[config.mk]
export PLATFORM = sky130hd
export DESIGN_NAME = serial_frame_tx
export DESIGN_NICKNAME = d
export VERILOG_FILES = /design/src/rtl/serial_frame_pkg.sv /design/src/rtl/bit_timer.sv /design/src/rtl/serial_frame_tx.sv
export SDC_FILE = /design/constraint.sdc
export NUM_CORES = 1
export LEC_CHECK = 0
export BUFFER_PORTS_ARGS = -buffer_cell sky130_fd_sc_hd__buf_2
export CORE_MARGIN = 3
export CORE_UTILIZATION = 30
export DETAILED_ROUTE_END_ITERATION = 8
export SYNTH_ARGS = -nofsm -noshare
export SYNTH_HDL_FRONTEND = slang
export SYNTH_HIERARCHICAL = 1
export SYNTH_SLANG_ARGS = --single-unit
export TNS_END_PERCENT = 50
[constraint.sdc]
create_clock -name input_clock1_1 -period 3.3 [get_ports input_clock1_1]
set_clock_uncertainty 0.15 [all_clocks]
set_input_delay 0.66 -clock input_clock1_1 [delete_from_list [all_inputs] [get_ports input_clock1_1]]
set_output_delay 0.66 -clock input_clock1_1 [all_outputs]
set_load 0.02 [all_outputs]
[src/rtl/serial_frame_pkg.sv]
// Shared definitions for the framed serial transmitter: state encoding and
// frame-level constants.
package serial_frame_pkg;

  typedef enum logic [2:0] {
    IDLE   = 3'd0,
    START  = 3'd1,
    DATA   = 3'd2,
    PARITY = 3'd3,
    STOP   = 3'd4
  } state_t;

  localparam logic LINE_IDLE      = 1'b1;
  localparam int   FRAME_OVERHEAD = 3;

endpackage

[src/rtl/bit_timer.sv]
// Modulo-BIT_CYCLES counter with synchronous clear; tick marks the last cycle
// of each serial bit period while enabled.
module bit_timer #(
  parameter int BIT_CYCLES = 1
) (
  input  logic clk,
  input  logic rst,
  input  logic clear,
  input  logic en,
  output logic tick
);

  localparam int TW = (BIT_CYCLES > 1) ? $clog2(BIT_CYCLES) : 1;
  localparam logic [TW-1:0] LAST = TW'(BIT_CYCLES - 1);

  logic [TW-1:0] count;

  assign tick = en && (count == LAST);

  always_ff @(posedge clk) begin
    if (rst || clear) begin
      count <= '0;
    end else if (tick) begin
      count <= '0;
    end else if (en) begin
      count <= count + 1'b1;
    end
  end

endmodule

[src/rtl/serial_frame_tx.sv]
// Parallel-to-serial frame transmitter: start bit, LSB-first data, even parity,
// stop bit. All line outputs are registered from the next-state values.
module serial_frame_tx
  import serial_frame_pkg::*;
#(
  parameter int DATA_WIDTH = 4,
  parameter int BIT_CYCLES = 1
) (
  input  logic                  input_clock1_1,
  input  logic                  input_reset2_2,
  input  logic                  input_start3_3,
  input  logic [DATA_WIDTH-1:0] input_data4_4,
  output logic                  output_txd_5,
  output logic                  output_txd_n_6,
  output logic                  output_busy_7,
  output logic                  output_done_8,
  output state_t                output_dbg_state_9
);

  localparam int CNT_W = $clog2(DATA_WIDTH + 1);
  localparam logic [CNT_W-1:0] LAST_BIT = CNT_W'(DATA_WIDTH - 1);

  state_t                state, state_nxt;
  logic [DATA_WIDTH-1:0] shreg, shreg_nxt;
  logic [CNT_W-1:0]      bit_cnt, bit_cnt_nxt;
  logic                  parity, parity_nxt;
  logic                  start_prev;
  logic                  accept;
  logic                  tick;
  logic                  txd_nxt;
  logic                  done_nxt;

  // Only an edge seen while idle starts a frame; others are dropped.
  assign accept = input_start3_3 && !start_prev && (state == IDLE);

  assign output_dbg_state_9 = state;

  bit_timer #(
    .BIT_CYCLES(BIT_CYCLES)
  ) u_bit_timer (
    .clk  (input_clock1_1),
    .rst  (input_reset2_2),
    .clear(accept),
    .en   (state != IDLE),
    .tick (tick)
  );

  always_comb begin
    state_nxt   = state;
    shreg_nxt   = shreg;
    bit_cnt_nxt = bit_cnt;
    parity_nxt  = parity;
    case (state)
      IDLE: begin
        if (accept) begin
          state_nxt   = START;
          shreg_nxt   = input_data4_4;
          parity_nxt  = ^input_data4_4;
          bit_cnt_nxt = '0;
        end
      end
      START:  if (tick) state_nxt = DATA;
      DATA: begin
        if (tick) begin
          if (bit_cnt == LAST_BIT) begin
            state_nxt = PARITY;
          end else begin
            bit_cnt_nxt = bit_cnt + 1'b1;
            shreg_nxt   = shreg >> 1;
          end
        end
      end
      PARITY: if (tick) state_nxt = STOP;
      STOP:   if (tick) state_nxt = IDLE;
      default: state_nxt = IDLE;
    endcase
  end

  // Line value for the state being entered, so txd is aligned with state.
  always_comb begin
    txd_nxt = LINE_IDLE;
    case (state_nxt)
      START:   txd_nxt = 1'b0;
      DATA:    txd_nxt = shreg_nxt[0];
      PARITY:  txd_nxt = parity_nxt;
      default: txd_nxt = LINE_IDLE;
    endcase
    done_nxt = (state == STOP) && (state_nxt == IDLE);
  end

  always_ff @(posedge input_clock1_1) begin
    if (input_reset2_2) begin
      state          <= IDLE;
      shreg          <= '0;
      bit_cnt        <= '0;
      parity         <= 1'b0;
      start_prev     <= 1'b1;
      output_txd_5   <= LINE_IDLE;
      output_txd_n_6 <= ~LINE_IDLE;
      output_busy_7  <= 1'b0;
      output_done_8  <= 1'b0;
    end else begin
      state          <= state_nxt;
      shreg          <= shreg_nxt;
      bit_cnt        <= bit_cnt_nxt;
      parity         <= parity_nxt;
      start_prev     <= input_start3_3;
      output_txd_5   <= txd_nxt;
      output_txd_n_6 <= ~txd_nxt;
      output_busy_7  <= (state_nxt != IDLE);
      output_done_8  <= done_nxt;
    end
  end

endmodule

# After elaboration in Yosys (flattened, before gate mapping)
# Index checks and enable logic that the tools add are counted.
[word_totals]
register_bits = 17
latch_bits = 0
mem_bits_rw = 0
rom_bits = 0
input_bits = 7
out_inout_bits = 7
elab_cells = 58
memories = 0
[op_classes]
n_addsub = 2
mul = 0
div = 0
magnitude_cmp = 0
n_eq_ne = 11
shift = 0
muxes = 18
bitwise_logic = 2
reduce_logical = 14
[ops]
columns = ["cell", "n"]
rows = [
  ["2-to-1 mux 3 bit", 9],
  ["== test 3 x 2 -> 1 bit (second input constant)", 5],
  ["case mux 3 bit (5 select lines)", 1],
  ["2-to-1 mux 4 bit", 3],
  ["case mux 4 bit (2 select lines)", 1],
  ["== test 3 x 1 -> 1 bit (second input constant)", 2],
  ["logical NOT 3 bit", 2],
  ["case mux 3 bit (2 select lines)", 1],
  ["nonzero test 3 bit", 2],
  ["logical AND 1 bit", 4],
  ["!= test 2 bit (second input constant)", 2],
  ["AND reduction 4 bit", 1],
  ["parity 4 bit", 1],
  ["adder 3 x 1 -> 3 bit (second input constant)", 1],
  ["== test 3 bit (second input constant)", 1],
  ["case mux 1 bit (3 select lines)", 1],
  ["2-to-1 mux 1 bit", 2],
  ["!= test 2 x 1 -> 1 bit (second input constant)", 1],
  ["NOT 1 bit", 2],
  ["nonzero test 2 bit", 1],
  ["OR reduction 2 bit", 1],
  ["adder 1 bit (second input constant)", 1],
  ["logical NOT 1 bit", 1],
  ["logical OR 1 bit", 1],
]

# Logic depth before layout (Yosys ltp)
# Gate-level depths: netlist of the first run.
[logic_depth]
depth_word = 8
depth_mapped = 7
ltp_nobuf = 6

# By module
# The synthesis of the first run kept the hierarchy.
[by_module_without_submodules]
columns = ["mod", "instances", "cells_each", "area_each_um2", "seq_area_each_um2"]
rows = [
  ["serial_frame_tx", 1, 79, 758.2, 320.3],
  ["bit_timer", 1, 3, 41.3, 20.0],
]

# Least setup slack after synthesis of the first run
# OpenSTA, ideal clock, no wires.
[synth_path]
kind = "input to register"
startpoint = "input port output_dbg_state_9[0]"
endpoint = "register output_txd_5"
arrival_ns = 1.842
slack_ns = 1.170
cell_stages = 7
cell_sequence = "dfxtp_1 -> or3_4 -> nor2b_1 -> nor2b_1 -> a21boi_0 -> o311ai_1 -> o211ai_1"
[synth_via]
elab_chain_cells = 6
elab_cells_between_ends = 24
[synth_rtl]
columns = ["element", "line", "source"]
rows = [
  ["start: declaration", "serial_frame_tx.sv:17", "output state_t output_dbg_state_9"],
  ["nonzero test 3 bit (*)", "serial_frame_tx.sv:44", ".en (state != IDLE),"],
  ["logical AND 1 bit (*)", "bit_timer.sv:18", "assign tick = en && (count == LAST);"],
  ["via tick", "serial_frame_tx.sv:29", "logic tick;"],
  ["2-to-1 mux 3 bit (on tied branches)", "-", ""],
  ["case mux 3 bit (5 select lines)", "serial_frame_tx.sv:53", "case (state)"],
  ["== test 3 x 2 -> 1 bit / == test 3 x 1 -> 1 bit (equally long branches)", "serial_frame_tx.sv:82", "case (state_nxt)"],
  ["case mux 1 bit (3 select lines) (*)", "serial_frame_tx.sv:82", ""],
  ["end signal: assignment", "serial_frame_tx.sv:108", "output_txd_5 <= txd_nxt;"],
  ["end: declaration", "serial_frame_tx.sv:13", "output logic output_txd_5,"],
]
# The timed path passes the listed nets; every way through them passes the cells marked *. The select of a mux whose other input is x is not followed.
# A chain may end at the register's enable or synchronous reset.

# Final worst setup path of the first run
[layout_path]
startpoint = "input port output_dbg_state_9[1]"
endpoint = "register output_txd_5"
# Same word-level chain as after synthesis.

==> results of run 1 <==
## cell type report
| class | count | area (um^2) | area share |
|---|---|---|---|
| Timing Repair Buffer | 13 | 65.1 | 0.0721 |
| Sequential cell | 17 | 340 | 0.377 |
| Multi-Input combinational cell | 58 | 405 | 0.449 |
| Tap cell | 30 | 37.5 | 0.0416 |
| Clock buffer | 3 | 22.5 | 0.0250 |
| Clock inverter | 1 | 7.51 | 0.00832 |
| Inverter | 3 | 23.8 | 0.0264 |
## critical path, cell delays in order, from the launching register on
cell and delay, ns:
dfxtp_1 0.53, or3_4 0.20, nor2b_1 0.37, nor2b_1 0.31
a21boi_0 0.16, o311ai_1 0.37, o211ai_1 0.14
## sequential cells by signal (all words and copies together) (netlist names)
register / flops
bit_cnt: 3
output_busy_7: 1
u_bit_timer/count: 1
start_prev: 1
output_txd_n_6: 1
output_txd_5: 1
output_dbg_state_9: 3
parity: 1
output_done_8: 1
shreg: 4
## routing by layer
layer	vias to the layer above	GRT usage	wire (um)
met1	283	0.126	709
met5	-	0	0
met3	2	0.0490	91
met2	14	0.153	662
li1	325	-	-
met4	0	0.0397	13
## power by group through the flow
stage / Clock [uW] / Combinational (uW) / Sequential [uW]
finish: 117 / 42.7 / 215
floorplan: 0 / 27.6 / 223
global placement: 0 / 42.3 / 219
CTS: 124 / 43.2 / 215
detailed placement: 0 / 43.0 / 219
global route: 137 / 47.3 / 216
## synthesized netlist by cell type (2+ instances only)
| library cell | count |
|---|---|
| dfxtp_1 | 17 |
| nor2_1 | 9 |
| a21oi_1 | 7 |
| nand2_1 | 4 |
| mux2i_1 | 3 |
| nand4b_1 | 3 |
| nor2b_1 | 3 |
| a21o_1 | 2 |
| a222oi_1 | 2 |
| buf_6 | 2 |
| clkbuf_1 | 2 |
| ha_1 | 2 |
| inv_1 | 2 |
| nor3b_1 | 2 |
| xnor2_1 | 2 |
## path summary, 6_finish.rpt
check / cells after the start / slack, ns / to
hold / removal: 2 / 0.32 / bit_cnt[1]
setup / recovery: 6 / 0.95 / output_txd_5
setup reg to reg: 6 / 0.95 / output_txd_5
hold reg to reg: 2 / 0.32 / bit_cnt[1]
## per-stage QoR
step	worst slack (ns)	hold WS, ns	power (uW)	utilization	cells
detailed placement	0.960	0.301	262	0.349	121
floorplan	1.17	0.276	250	-	82
global placement	1.04	0.291	262	0.349	121
global route	0.705	0.357	400	0.361	125
CTS	0.930	0.317	382	0.361	125
finish	0.950	0.320	374	0.361	125
## cells by family (layout without fill, tap and decap cells)
logic type | count (synthesis) | count (layout) | synth area share
buffers and inverters | 7 | 20 | 0.0673
xor gates and xnor gates | 3 | 3 | 0.0329
AOI/OAI and AO/OA | 18 | 18 | 0.155
and+or+nand+nor | 32 | 32 | 0.250
DFF | 17 | 17 | 0.426
muxes | 3 | 3 | 0.0376
adders and majority gates | 2 | 2 | 0.0313
==> qor.yml, run 1 <==
comb_power_share: 0.114
post-route-min-period_ns: 2.35
io_pins: 14
cts_tree: "built"
drtAntennaViolNets: 0
drv_slew: 0
synthCells: 82
start_util: 0.320
wl_per_cell_um: 11.8
pwr_density_cell_nw_per_um2: 415
p_switching_uw: 98.7
cts_hold_buf: 0
num_vias: 624
tns_ns: 0
placed_area_um2: 872
h-tree-depth: 1
synthesis.nets: 91
coreArea_um2: 2500
cts_setup_buffers: 0
post_cts_resized: 0
synth_area_per_cell_um2: 9.75
fin_crit_sh: 0.712
synth_top_area_cell: "dfxtp_1"
p_sw_frac: 0.264
rows: 18
area_growth_syn_to_layout_pct: 12.8
p_int_uw: 276
antenna_found_initial: 0
ys_seq_area_frac: 0.426
yosysTopAreaCellShare: 0.426
cts-root-buf: "clkbuf_4"
grt_pass1_vias: 549
yosysWarnings: 6
seqPwrFrac: 0.574
r2r-start: "output_dbg_state_9[1]"
nFillCells: 264
drt_wl_total_um: 1480
stdcell_area_um2: 902
most-common-layout-cells: "17 x dfxtp_1, 13 x buf_2, 9 x nor2_1, 7 x a21oi_1, 4 x nand2_1"
final_common_cell: "dfxtp_1"
synth_edf_count: 0
drc: 0
power.share.clock: 0.312
layout-drive-gt1-share: 0.221
clock-sinks: 17
grt_overflow: 0
dpl.hpwl_um: 1090
tightest_slew_ns: 0.428
status: "finished, final reports clean"
cp_max_fo: 12
required_ns: 3.33
synth_area_leaders: "dfxtp_1 43%, a21oi_1 4.4%, nor2_1 4.2%"
die_area_um2: 3320
via_per_inst: 4.99
async_flop_share: 0
critPathKind: "flop to flop"
worstHoldStart: "bit_cnt[1]"
start_kind: "flop"
cts_buffers: 3
cts_buffer_depth: 2
clock.fmax_mhz: 426
worstSetupStartpoint: "output_dbg_state_9[1]"
grt.total_usage: 0.102
synth.distinct_cells: 35
portBuffers: 13
maxCapViolations: 0
ys_seq_elements: 17
diodes: 0
endpoint_kind: "flop"
nNetsFinal: 105
synth-main-ff-cell: "dfxtp_1"
setup_viol: 0
rsz0062_at_grt: "no"
gp_congestion: 0.753
grt_max_degree: 16
drt-pass1-iter-count: 4
clk_pin_slew_ns: 0.11
drt_iter0_markers: 13
clk_latency_ns: 0.30
ir_worst_vdd_mv: 0.296
syn_area_um2: 800
slew-limit-headroom: 0.712
leakage_uw: 0.000366
grt_pass1_wl_um: 2510
die_y_um: 57.6
hold_viol: 0
hold_path_class: "flop to flop"
critPathArrivalTime_ns: 2.38
die_x_um: 57.6
No activity file was read; power rests on OpenSTA's default activity.
==> run 2, diff against run 1 <==
Clock period 3.3 ns to 2.1 ns, I/O delays scaled along.
==> run 2 against run 1 <==
  * First-iteration DRC count rose by 38%
  * Worst setup slack lost 0.82 ns
  * Register-to-register slack lost 0.82 ns
  * Critical endpoint unchanged
  * Sequential power increased by 56%
  * Utilization rose by 2.5 points
  * Critical path type unchanged
  * Sequential cell count stayed put
  * Cell area is 6.9% higher
==> qor.yml, run 2 (same netlist as run 1, synthesis figures left out) <==
start_kind: "flop"
largest_reg_flops: 4  # unchanged
fin_cells: 131  # +4.8%
io_pins: 14  # unchanged
grt_max_degree: 16  # unchanged
cp_max_fo: 8  # -4
die_x_um: 57.6  # unchanged
gp_congestion: 0.751  # -0.28%
drt_wl_total_um: 1570  # +6.6%
clock.fmax_mhz: 509  # +20%
grt_pass1_wl_um: 2880  # +15%
fin_crit_sh: 0.936  # +0.224
h-tree-depth: 1  # unchanged
power_uw: 585  # +56%
coreArea_um2: 2500  # unchanged
slew-limit-headroom: 0.805  # +0.0926
setup_viol: 0  # unchanged
required_ns: 2.11  # -1.22 ns
drtAntennaViolNets: 0  # unchanged
nNetsFinal: 111  # +5.7%
regMostFlops: "shreg"
post-route-min-period_ns: 1.97  # -0.384 ns
cts_buffer_depth: 2  # unchanged
drt-pass1-iter-count: 4  # unchanged
cts_hold_buf: 0  # unchanged
antenna_found_initial: 0  # unchanged
wl_per_cell_um: 12.0  # +1.8%
num_vias: 661  # +5.9%
area_growth_syn_to_layout_pct: 20.7
drt_iter0_markers: 18  # +5
critPathArrivalTime_ns: 1.98  # -0.40 ns
die_y_um: 57.6  # unchanged
cts_buffers: 3  # unchanged
grt.total_usage: 0.110  # +0.00808
most-common-layout-cells: "15 x dfxtp_1, 13 x buf_2, 9 x nor2_1, 7 x a21oi_1, 6 x buf_4"
clk_pin_slew_ns: 0.09  # -0.02 ns
place_ws_ns: 0.0992  # -0.861 ns
fin_ws_ns: 0.134  # -0.816 ns
dpl.hpwl_um: 1210  # +11%
die_area_um2: 3320  # unchanged
status: "finished, final reports clean"
top_usage_layer: "met2"
hold_viol: 0  # unchanged
placed_area_um2: 926  # +6.2%
cts-root-buf: "clkbuf_4"
portBuffers: 13  # unchanged
post_cts_resized: 0  # unchanged
grt_use_met3: 0.0401  # -0.00891
diodes: 0  # unchanged
hold_path_class: "input port to flop"
ir_worst_vdd_mv: 0.334  # +13%
via_per_inst: 5.05  # +1.1%
cts_setup_buffers: 0  # unchanged
cts_tree: "built"
pwr_density_cell_nw_per_um2: 606  # +46%
rsz0062_at_grt: "no"
final_common_cell: "dfxtp_1"
rows: 18  # unchanged
grt_pass1_vias: 682  # +24%
stdcell_area_um2: 965  # +6.9%
drc: 0  # unchanged
clk_latency_ns: 0.28  # -0.02 ns
grt_overflow: 0  # unchanged
critPathKind: "flop to flop"
endpoint_kind: "flop"
tns_ns: 0  # unchanged
tightest_slew_ns: 0.290  # -0.139 ns
drv_slew: 0  # unchanged
start_util: 0.320  # unchanged
placed_cells: 127  # +5.0%
maxCapViolations: 0  # unchanged
clock-sinks: 17  # unchanged
layout-drive-gt1-share: 0.327  # +0.106
grtUsageMet2: 0.181  # +0.0274
use_met1: 0.140  # +0.0146
leakage_uw: 0.000400  # +9.5%
-- run 2: changes by cell type in the layout (fill, tap and decap cells not counted), sizes merged --
cell and change:
clkinvlp -1, buf +6, clkbuf +1
-- run 2: critical path, cell delays in order (launching register included) --
cell	delay [ns]
dfxtp_2	0.33
or3_4	0.39
nor2b_2	0.21
nor2b_2	0.19
and3_1	0.19
o311ai_2	0.25
o211ai_1	0.14
-- run 2: worst paths after layout --
path,to,startpoint,slack [ns],cells past startpoint
setup / recovery,output_txd_5,output_dbg_state_9[2],0.13,6
hold / removal,start_prev,input_start3_3,0.20,2
setup reg to reg,output_txd_5,output_dbg_state_9[2],0.13,6
hold reg to reg,bit_cnt[1],bit_cnt[1],0.31,2
-- run 2: routing by layer --
layer,vias to the layer above,share of wire
met2,13,0.44
met3,2,0.065
met5,-,0
met1,315,0.48
met4,0,0.0051
li1,331,-
-- run 2: where the power goes --
part	total [uW]	internal [uW]	switching [uW]
logic	81.0	36.2	44.9
clock network	168	73.7	94.4
registers	335	332	3.51
total	585	442	143
-- run 2: per-stage QoR --
step,utilization,hold WS (ns)
2_1_floorplan,-,0.276
3_3_place_gp,0.370,0.291
3_5_place_dp,0.370,0.301
4_1_cts,0.381,0.197
5_1_grt,0.386,0.200
6_report,0.386,0.201
-- run 2: final cells by class --
cell class                 count  area, um^2
clock buffer                   4        26.3
fill                         259        1540
inverter                       3        23.8
multi-input combinational     58         424
sequential                    17         343
tap                           30        37.5
timing repair buffer          19         110
